### src/rtl/mppt_pwm_pkg.sv
// Shared types and helpers for the MPPT gate-drive PWM generator.
// State encoding, duty width, duty clamp and duty-to-compare scaling.
package mppt_pwm_pkg;

  localparam int DUTY_W = 16;

  typedef enum logic [1:0] {
    IDLE  = 2'd0,
    RUN   = 2'd1,
    FAULT = 2'd2
  } pwm_state_t;

  function automatic logic [DUTY_W-1:0] clamp_duty(
    input logic [DUTY_W-1:0] d,
    input logic [DUTY_W-1:0] lo,
    input logic [DUTY_W-1:0] hi
  );
    if (d < lo) return lo;
    else if (d > hi) return hi;
    else return d;
  endfunction

  // Duty is a fraction d/65536 of the period; the product fits in 32 bits.
  function automatic logic [31:0] duty_to_cmp(
    input logic [DUTY_W-1:0] d,
    input logic [31:0]       period
  );
    logic [31:0] prod;
    prod = {16'b0, d} * period;
    return prod >> 16;
  endfunction

endpackage

### src/rtl/mppt_pwm_slew.sv
// Duty capture, clamp and boundary update of the applied duty.
// MPPT_PWM_SOFTSTART_EN enables soft-start: restart from DUTY_MIN and slew-limited steps.
module mppt_pwm_slew import mppt_pwm_pkg::*; #(
  parameter logic [DUTY_W-1:0] DUTY_MIN  = 16'h0800,
  parameter logic [DUTY_W-1:0] DUTY_MAX  = 16'hF000,
  parameter logic [DUTY_W-1:0] SLEW_STEP = 16'h0100
) (
  input  logic              clk,
  input  logic              reset,
  input  logic [DUTY_W-1:0] duty_cycle,
  input  logic              duty_valid,
  input  logic              start,
  input  logic              load,
  output logic [DUTY_W-1:0] applied_duty,
  output logic [DUTY_W-1:0] applied_next,
  output logic              ack_next
);

`ifdef MPPT_PWM_SOFTSTART_EN
  localparam bit SOFTSTART = 1'b1;
`else
  localparam bit SOFTSTART = 1'b0;
`endif

  logic [DUTY_W-1:0] pending;
  logic [DUTY_W-1:0] target;
  logic [DUTY_W-1:0] stepped;

  // A strobe in the boundary cycle bypasses pending and is applied right away.
  assign target = duty_valid ? clamp_duty(duty_cycle, DUTY_MIN, DUTY_MAX) : pending;

  always_comb begin
    stepped = target;
    if (target > applied_duty) begin
      if (target - applied_duty > SLEW_STEP) stepped = applied_duty + SLEW_STEP;
    end else if (applied_duty - target > SLEW_STEP) begin
      stepped = applied_duty - SLEW_STEP;
    end
  end

  always_comb begin
    applied_next = applied_duty;
    ack_next     = 1'b0;
    if (start) begin
      applied_next = SOFTSTART ? DUTY_MIN : applied_duty;
    end else if (load) begin
      applied_next = SOFTSTART ? stepped : target;
      ack_next     = (applied_next != applied_duty) &&
                     (!SOFTSTART || (applied_next == target));
    end
  end

  always_ff @(posedge clk) begin
    if (reset) begin
      pending      <= DUTY_MIN;
      applied_duty <= DUTY_MIN;
    end else begin
      if (duty_valid) pending <= target;
      applied_duty <= applied_next;
    end
  end

endmodule

### src/rtl/mppt_pwm_gen.sv
// Complementary PWM with dead-time, period-boundary duty update and latched fault.
// Optional soft-start is selected with MPPT_PWM_SOFTSTART_EN (see mppt_pwm_slew).
module mppt_pwm_gen import mppt_pwm_pkg::*; #(
  parameter int                PERIOD    = 1000,
  parameter int                CNT_W     = 16,
  parameter int                DEAD      = 4,
  parameter logic [DUTY_W-1:0] DUTY_MIN  = 16'h0800,
  parameter logic [DUTY_W-1:0] DUTY_MAX  = 16'hF000,
  parameter logic [DUTY_W-1:0] SLEW_STEP = 16'h0100
) (
  input  logic              clk,
  input  logic              reset,
  input  logic              enable,
  input  logic [DUTY_W-1:0] duty_cycle,
  input  logic              duty_valid,
  input  logic              fault_in,
  input  logic              fault_clear,
  output logic              pwm_hi,
  output logic              pwm_lo,
  output logic              period_start,
  output logic              duty_ack,
  output logic [DUTY_W-1:0] applied_duty,
  output logic              fault_latched,
  output logic [1:0]        dbg_state
);

  localparam logic [CNT_W-1:0] LAST   = CNT_W'(PERIOD - 1);
  localparam logic [CNT_W-1:0] DEAD_C = CNT_W'(DEAD);

  pwm_state_t        state, state_next;
  logic [CNT_W-1:0]  cnt, cnt_next, cmp;
  logic [CNT_W:0]    lo_thresh;
  logic              go, start, load, hi_c, lo_c, ack_next;
  logic [DUTY_W-1:0] applied_next;

  // Handshake: duty_valid is a one-cycle strobe with no back-pressure (always
  // accepted, last wins); duty_ack is a one-cycle strobe at cnt==0 when the
  // pending value took effect and changed the applied duty.
  mppt_pwm_slew #(
    .DUTY_MIN (DUTY_MIN),
    .DUTY_MAX (DUTY_MAX),
    .SLEW_STEP(SLEW_STEP)
  ) u_slew (
    .clk         (clk),
    .reset       (reset),
    .duty_cycle  (duty_cycle),
    .duty_valid  (duty_valid),
    .start       (start),
    .load        (load),
    .applied_duty(applied_duty),
    .applied_next(applied_next),
    .ack_next    (ack_next)
  );

  assign go        = (state == RUN) && enable && !fault_in;
  assign start     = (state == IDLE) && enable && !fault_in;
  assign load      = go && (cnt == LAST);
  assign lo_thresh = {1'b0, cmp} + (CNT_W + 1)'(DEAD);
  assign hi_c      = (cnt >= DEAD_C) && (cnt < cmp);
  assign lo_c      = {1'b0, cnt} >= lo_thresh;
  assign dbg_state = state;

  always_comb begin
    state_next = state;
    cnt_next   = cnt;
    case (state)
      IDLE: begin
        cnt_next = '0;
        if (enable) state_next = RUN;
      end
      RUN: begin
        if (!enable) begin
          state_next = IDLE;
          cnt_next   = '0;
        end else begin
          cnt_next = (cnt == LAST) ? '0 : cnt + CNT_W'(1);
        end
      end
      FAULT: begin
        cnt_next = '0;
        if (fault_clear) state_next = IDLE;
      end
      default: begin
        state_next = IDLE;
        cnt_next   = '0;
      end
    endcase
    // Fault wins over everything, including a clear in the same cycle.
    if (fault_in) begin
      state_next = FAULT;
      cnt_next   = '0;
    end
  end

  always_ff @(posedge clk) begin
    if (reset) begin
      state         <= IDLE;
      cnt           <= '0;
      cmp           <= '0;
      pwm_hi        <= 1'b0;
      pwm_lo        <= 1'b0;
      period_start  <= 1'b0;
      duty_ack      <= 1'b0;
      fault_latched <= 1'b0;
    end else begin
      state         <= state_next;
      cnt           <= cnt_next;
      if (start || load) cmp <= CNT_W'(duty_to_cmp(applied_next, 32'(PERIOD)));
      pwm_hi        <= go && hi_c;
      pwm_lo        <= go && lo_c;
      period_start  <= (state_next == RUN) && (cnt_next == '0);
      duty_ack      <= load && ack_next;
      fault_latched <= (state_next == FAULT);
    end
  end

  gate_exclusive: assert property (@(posedge clk) disable iff (reset) !(pwm_hi && pwm_lo));

endmodule

### config.mk
export PLATFORM = sky130hd
export DESIGN_NAME = mppt_pwm_gen
export DESIGN_NICKNAME = d
export VERILOG_FILES = /design/src/rtl/mppt_pwm_pkg.sv /design/src/rtl/mppt_pwm_slew.sv /design/src/rtl/mppt_pwm_gen.sv
export SDC_FILE = /design/constraint.sdc
export NUM_CORES = 1
export LEC_CHECK = 0
export CAP_MARGIN = 20
export CELL_PAD_IN_SITES_DETAIL_PLACEMENT = 0
export CELL_PAD_IN_SITES_GLOBAL_PLACEMENT = 2
export CORE_MARGIN = 4
export CORE_UTILIZATION = 38
export CTS_BUF_LIST = sky130_fd_sc_hd__clkbuf_8
export DETAILED_ROUTE_END_ITERATION = 8
export PLACE_DENSITY = 0.94
export SLEW_MARGIN = 10
export SYNTH_ARGS = -nofsm -noshare
export SYNTH_HDL_FRONTEND = slang
export SYNTH_SLANG_ARGS = --single-unit
### constraint.sdc
create_clock -name clk -period 10.5 [get_ports clk]
set_input_delay 2.1 -clock clk [delete_from_list [all_inputs] [get_ports clk]]
set_output_delay 2.1 -clock clk [all_outputs]
set_load 0.03 [all_outputs]
[Yosys cells after proc, flatten, opt, wreduce, memory -nomap -nowiden]
Index checks and enable logic that the tools add are counted.
Word-level totals
  register bits: 65
  bits of input ports: 22
  output and inout bits: 23
  word-level logic and storage cells: 54
Cells by class
  add/sub/neg operators: 2
  multiply operators: 1
  magnitude comparators: 5
  equality and inequality tests: 6
  multiplexer cells: 16
  reduce and logical (&&, ||, !) cells: 14
Operator list (count)
  16-bit two-way mux: 9
  16-bit by 7-bit multiplier with 23-bit output, second input constant: 1
  16-bit by 1-bit adder with 16-bit output, second input constant: 1
  16-bit by 10-bit equality test with 1-bit output, second input constant: 1
  16-bit by 11-bit greater-or-equal comparator with 1-bit output: 1
  16-bit by 3-bit greater-or-equal comparator with 1-bit output, second input constant: 1
  16-bit greater-than comparator, second input constant: 1
  16-bit zero test: 1
  16-bit by 10-bit less-than comparator with 1-bit output: 1
  16-bit by 12-bit less-than comparator with 1-bit output, second input constant: 1
  16-bit inequality test: 1
  10-bit by 3-bit adder with 11-bit output, second input constant: 1
  1-bit logical AND: 10
  2-bit two-way mux: 4
  2-bit one-hot mux with 3 select lines: 1
  2-bit by 1-bit equality test with 1-bit output, second input constant: 2
  2-bit equality test, second input constant: 2
  2-bit zero test: 1
  1-bit two-way mux: 2
  1-bit zero test: 1
  1-bit logical OR: 1

[Depth between registers and ports, before layout]
  word-level depth: 8
  gate-level depth with buffers: 27
  mapped depth without buffers: 24

[By module]
From an unflattened synthesis, not the netlist that was laid out.
Unflattened totals
  cell total of the unflattened synthesis: 721
  area total of the unflattened synthesis: 6258.5 um^2
Modules (own cells, without submodules)
  mppt_pwm_gen: times used 1, cells an instance 518, area an instance 4546.9 um^2, seq. area each 660.6 um^2
  mppt_pwm_slew: times used 1, cells an instance 203, area an instance 1711.6 um^2, seq. area each 640.6 um^2

[Least setup slack after synthesis]
Ideal clock, no wire load.
  path kind: input -> register
  start point: input port duty_cycle[13]
  end point: register cmp[5]
  library setup time: 0.127 ns
  arrival: 7.999 ns
  required time: 10.373 ns
  path slack: 2.374 ns
  cell stages on the path: 25
  buffers on the path: 1
  path through: or4_4 -> o21a_1 -> nor2b_1 -> buf_6 -> a22oi_1 -> nor2_1 -> a21oi_1 -> inv_1 -> fa_1 -> inv_1 -> fa_1 -> inv_1 -> fa_1 -> inv_1 -> fa_1 -> inv_1 -> ha_1 -> a21o_1 -> a21o_1 -> nor4b_1 -> a2bb2oi_1 -> a21oi_2 -> or3_1 -> a31oi_1 -> nor2_1
Between the ends
  cells in the longest elaborated chain, start to end: 7
  elaborated cells on any way between the ends: 8
  classes of those cells: 1 x mul; 2 x order compare; 5 x mux
Ends and longest elaborated chain
  start: declaration: RTL line mppt_pwm_gen.sv:14  | input logic [DUTY_W-1:0] duty_cycle,
  16-bit greater-than comparator: RTL line mppt_pwm_pkg.sv:19  | else if (d > hi) return hi;
  16-bit two-way mux: RTL line mppt_pwm_pkg.sv:19
  16-bit two-way mux (*): RTL line mppt_pwm_pkg.sv:18  | if (d < lo) return lo;
  16-bit two-way mux (*): RTL line mppt_pwm_slew.sv:30  | assign target = duty_valid ? clamp_duty(duty_cycle, DUTY_MIN, DUTY_MAX) : pending;
  16-bit two-way mux (*): RTL line mppt_pwm_slew.sv:46  | end else if (load) begin
  16-bit two-way mux (*): RTL line mppt_pwm_slew.sv:44  | if (start) begin
  named net applied_next[9]: RTL line mppt_pwm_gen.sv:34  | logic [DUTY_W-1:0] applied_next;
  16-bit by 7-bit multiplier with 23-bit output (*): RTL line mppt_pwm_pkg.sv:29  | prod = {16'b0, d} * period;
  end signal: assignment: RTL line mppt_pwm_gen.sv:108  | if (start || load) cmp <= CNT_W'(duty_to_cmp(applied_next, 32'(PERIOD)));
  end: declaration: RTL line mppt_pwm_gen.sv:31  | logic [CNT_W-1:0] cnt, cnt_next, cmp;
Mark *: on every way through the listed nets, which the timed path passes. The rest lies on a longest branch.
A chain may end at the register's enable or synchronous reset.

[Final worst setup path]
Ends and elaborated chain as after synthesis.

==> flow_metrics.env <==
export IMPL_drtAntennaViolNets=0
export IMPL_syn_area_um2=6050
export IMPL_clkSinkCount=65
export IMPL_die_h_um=134
export IMPL_grt_pass1_vias=4738
export IMPL_num_rows=45
export IMPL_cp_num_buf_inv=6
export IMPL_holdPathStages=1
export IMPL_holdWs_ns=0.470
export IMPL_synth_fp_nets=840
export IMPL_yosysWarnings=0
export IMPL_area_growth_pct=13.8
export IMPL_overflow=0
export IMPL_p_leak_nw=3.04
export IMPL_drv_slew=0
export IMPL_synth_top_area_cell="dfxtp_1"
export IMPL_grt_max_degree=48
export IMPL_place_congestion=0.886
export IMPL_drive_gt1_frac=0.0565
export IMPL_cts_path_max_buffers=2
export IMPL_max_freq_mhz=114
export IMPL_setup_viol_count_final=0
export IMPL_worstPathArrival_ns=9.02
export IMPL_startpoint_type="input pin"
export IMPL_hold_buffers=0
export IMPL_cts_buffers=9
export IMPL_relSlewSlack=0.381
export IMPL_hold_viol=0
export IMPL_power_density_nw_per_um2=78.1
export IMPL_hold_path_class="flop to flop"
export IMPL_pre_cts_ws_ns=1.31
export IMPL_viasPerCell=5.14
export IMPL_synth_distinct_cells=67
export IMPL_synth_edf_count=0
export IMPL_num_io_pins=45
export IMPL_cts_tree="yes"
export IMPL_crit_family="adder cells"
export IMPL_synth_seq_cells=65
export IMPL_outcome="completed"
export IMPL_clock_skew_ns=0.0166
export IMPL_layout_commonest_cell="inv_1"
export IMPL_die_w_um=134
export IMPL_utilization=0.446
export IMPL_start_util=0.392
export IMPL_dp_cells=940
export IMPL_end_kind="flop"
export IMPL_grt_total_usage=0.159
export IMPL_synthCells=703
export IMPL_finalNonFillerCells=955
export IMPL_maxCapViolations=0
export IMPL_portBuffers=44
export IMPL_grt_first_pass_wirelength_um=23500
export IMPL_synth_flop_cell="dfxtp_1"
export IMPL_die_area_um2=18000
export IMPL_crit_fanout=10
export IMPL_peakVddDrop_mv=0.0427
export IMPL_wirelength_um=14000
export IMPL_cts_resized_gates=0
export IMPL_period_minus_slack_ns=8.81
export IMPL_reg2reg_depth=23
export IMPL_critPathKind="input pin to flop"
export IMPL_rsz0062_at_grt="false"
export IMPL_clk_pin_slew_ns=0.07
export IMPL_diodes=0
export IMPL_drt_iter0_drc=251
export IMPL_crit_cells=25
export IMPL_max_slew_worst_pin_slew_ns=0.928
export IMPL_ys_top_cells_by_area="dfxtp_1 (22%), fa_1 (15%), ha_1 (14%)"
export IMPL_core_area_um2=15400
export IMPL_dpl_hpwl_um=11400
export IMPL_clkLatencyLatePin_ns=0.35
export IMPL_grt_antenna_before_repair=0
export IMPL_num_vias=4906
export IMPL_dr_pass1_iters=4
export IMPL_critPathSlowestCell="fa_1"
export IMPL_htree_levels=3
export IMPL_synth_top_area_share=0.215
export IMPL_async_reset_ff_frac=0
export IMPL_drc=0
export IMPL_seq_area_frac_synth=0.215
export IMPL_required_ns=10.71
export IMPL_cpPeakStageDelay_ns=0.57
export IMPL_crit_top_cell="inv_1"
export IMPL_synth_avg_cell_area_um2=8.61
export IMPL_tns_ns=0
export IMPL_setup_slack_ns=1.69
export IMPL_nets=877
export IMPL_final_cell_mix="inv_1 (94), nor2_1 (87), ha_1 (69)"
export IMPL_wl_per_cell_um=14.7
export IMPL_cts_root_buf="clkbuf_8"
export IMPL_finalCritPeriodShare=0.839
export IMPL_cts_setup_buffers=0
## flip-flops by register name, indices dropped and copies added, names as in the netlist
signal               flops
cnt                     16
u_slew.applied_duty     16
u_slew.pending          16
cmp                     10
dbg_state                2
duty_ack                 1
fault_latched            1
period_start             1
pwm_hi                   1
pwm_lo                   1
## worst reg2reg max path, stage by stage (launching register included)
cell and delay, ns:
dfxtp_1 0.49, ha_1 0.36, and4_1 0.23, nand4_1 0.20
or2_1 0.63, mux2i_1 0.57, inv_1 0.23, fa_1 0.55
inv_1 0.06, fa_1 0.49, inv_1 0.06, fa_1 0.49
inv_1 0.05, fa_1 0.49, inv_1 0.05, ha_1 0.35
a21o_1 0.20, a21o_1 0.18, nor4b_1 0.32, a2bb2oi_1 0.35
a21oi_2 0.12, or3_1 0.34, a31oi_1 0.19, nor2_1 0.06
## worst paths after layout
kind / startpoint / to / slack, ns
worst min register to register: cnt[0] / cnt[0] / 0.47
worst max-delay path: duty_cycle[13] / cmp[5] / 1.69
worst max register to register: cnt[1] / cmp[5] / 3.32
worst min-delay path: cnt[0] / cnt[0] / 0.47
## cell usage after synthesis (6+ instances only)
cell and count:
nor2_1 87, fa_1 46, buf_2 8, clkbuf_1 9, dfxtp_1 65, xor2_1 18
a31oi_1 8, inv_1 94, nor3_1 11, o21a_1 10, a22oi_1 7, nand4_1 10
and2_1 6, xnor2_1 28, mux2i_1 8, a21o_1 8, nand3_1 21, nor4_1 9
a21oi_1 35, o21ai_0 15, nand2_1 44, ha_1 69
## stage by stage
stage	area, µm²	total power, W
after global placement	6670	0.000313
final	6880	0.000538
after detailed placement	6670	0.000314
after CTS	6880	0.000544
after floorplan	6050	0.000294
after global routing	6880	0.000561
## cells by family after synthesis
| family | synth area share |
|---|---|
| compound gates | 0.140 |
| xor+xnor | 0.0693 |
| fa+ha+maj | 0.298 |
| buf+inv | 0.0767 |
| flops | 0.215 |
| mux | 0.0151 |
| simple gates | 0.186 |
## power breakdown
part | switching [W] | internal (W) | leakage [nW]
Sequential | 0.00000343 | 0.000253 | 0.528
Combinational | 0.0000289 | 0.0000236 | 2.40
Clock | 0.0000953 | 0.000134 | 0.112
Total | 0.000128 | 0.000410 | 3.04
## metal layers
metal / wire length [µm] / GRT usage
met5: 0 / 0
met4: 153 / 0.0413
met3: 535 / 0.0225
met2: 6180 / 0.241
met1: 7140 / 0.238
## cell type report
type,count,area [µm²]
Clock inverter,2,35.0
Multi-Input combinational cell,521,4290
Timing Repair Buffer,46,455
Clock buffer,13,179
Inverter,97,364
Tap cell,211,264
Fill cell,1522,8540
Sequential cell,65,1300
Power figures use the tool's default switching activity.
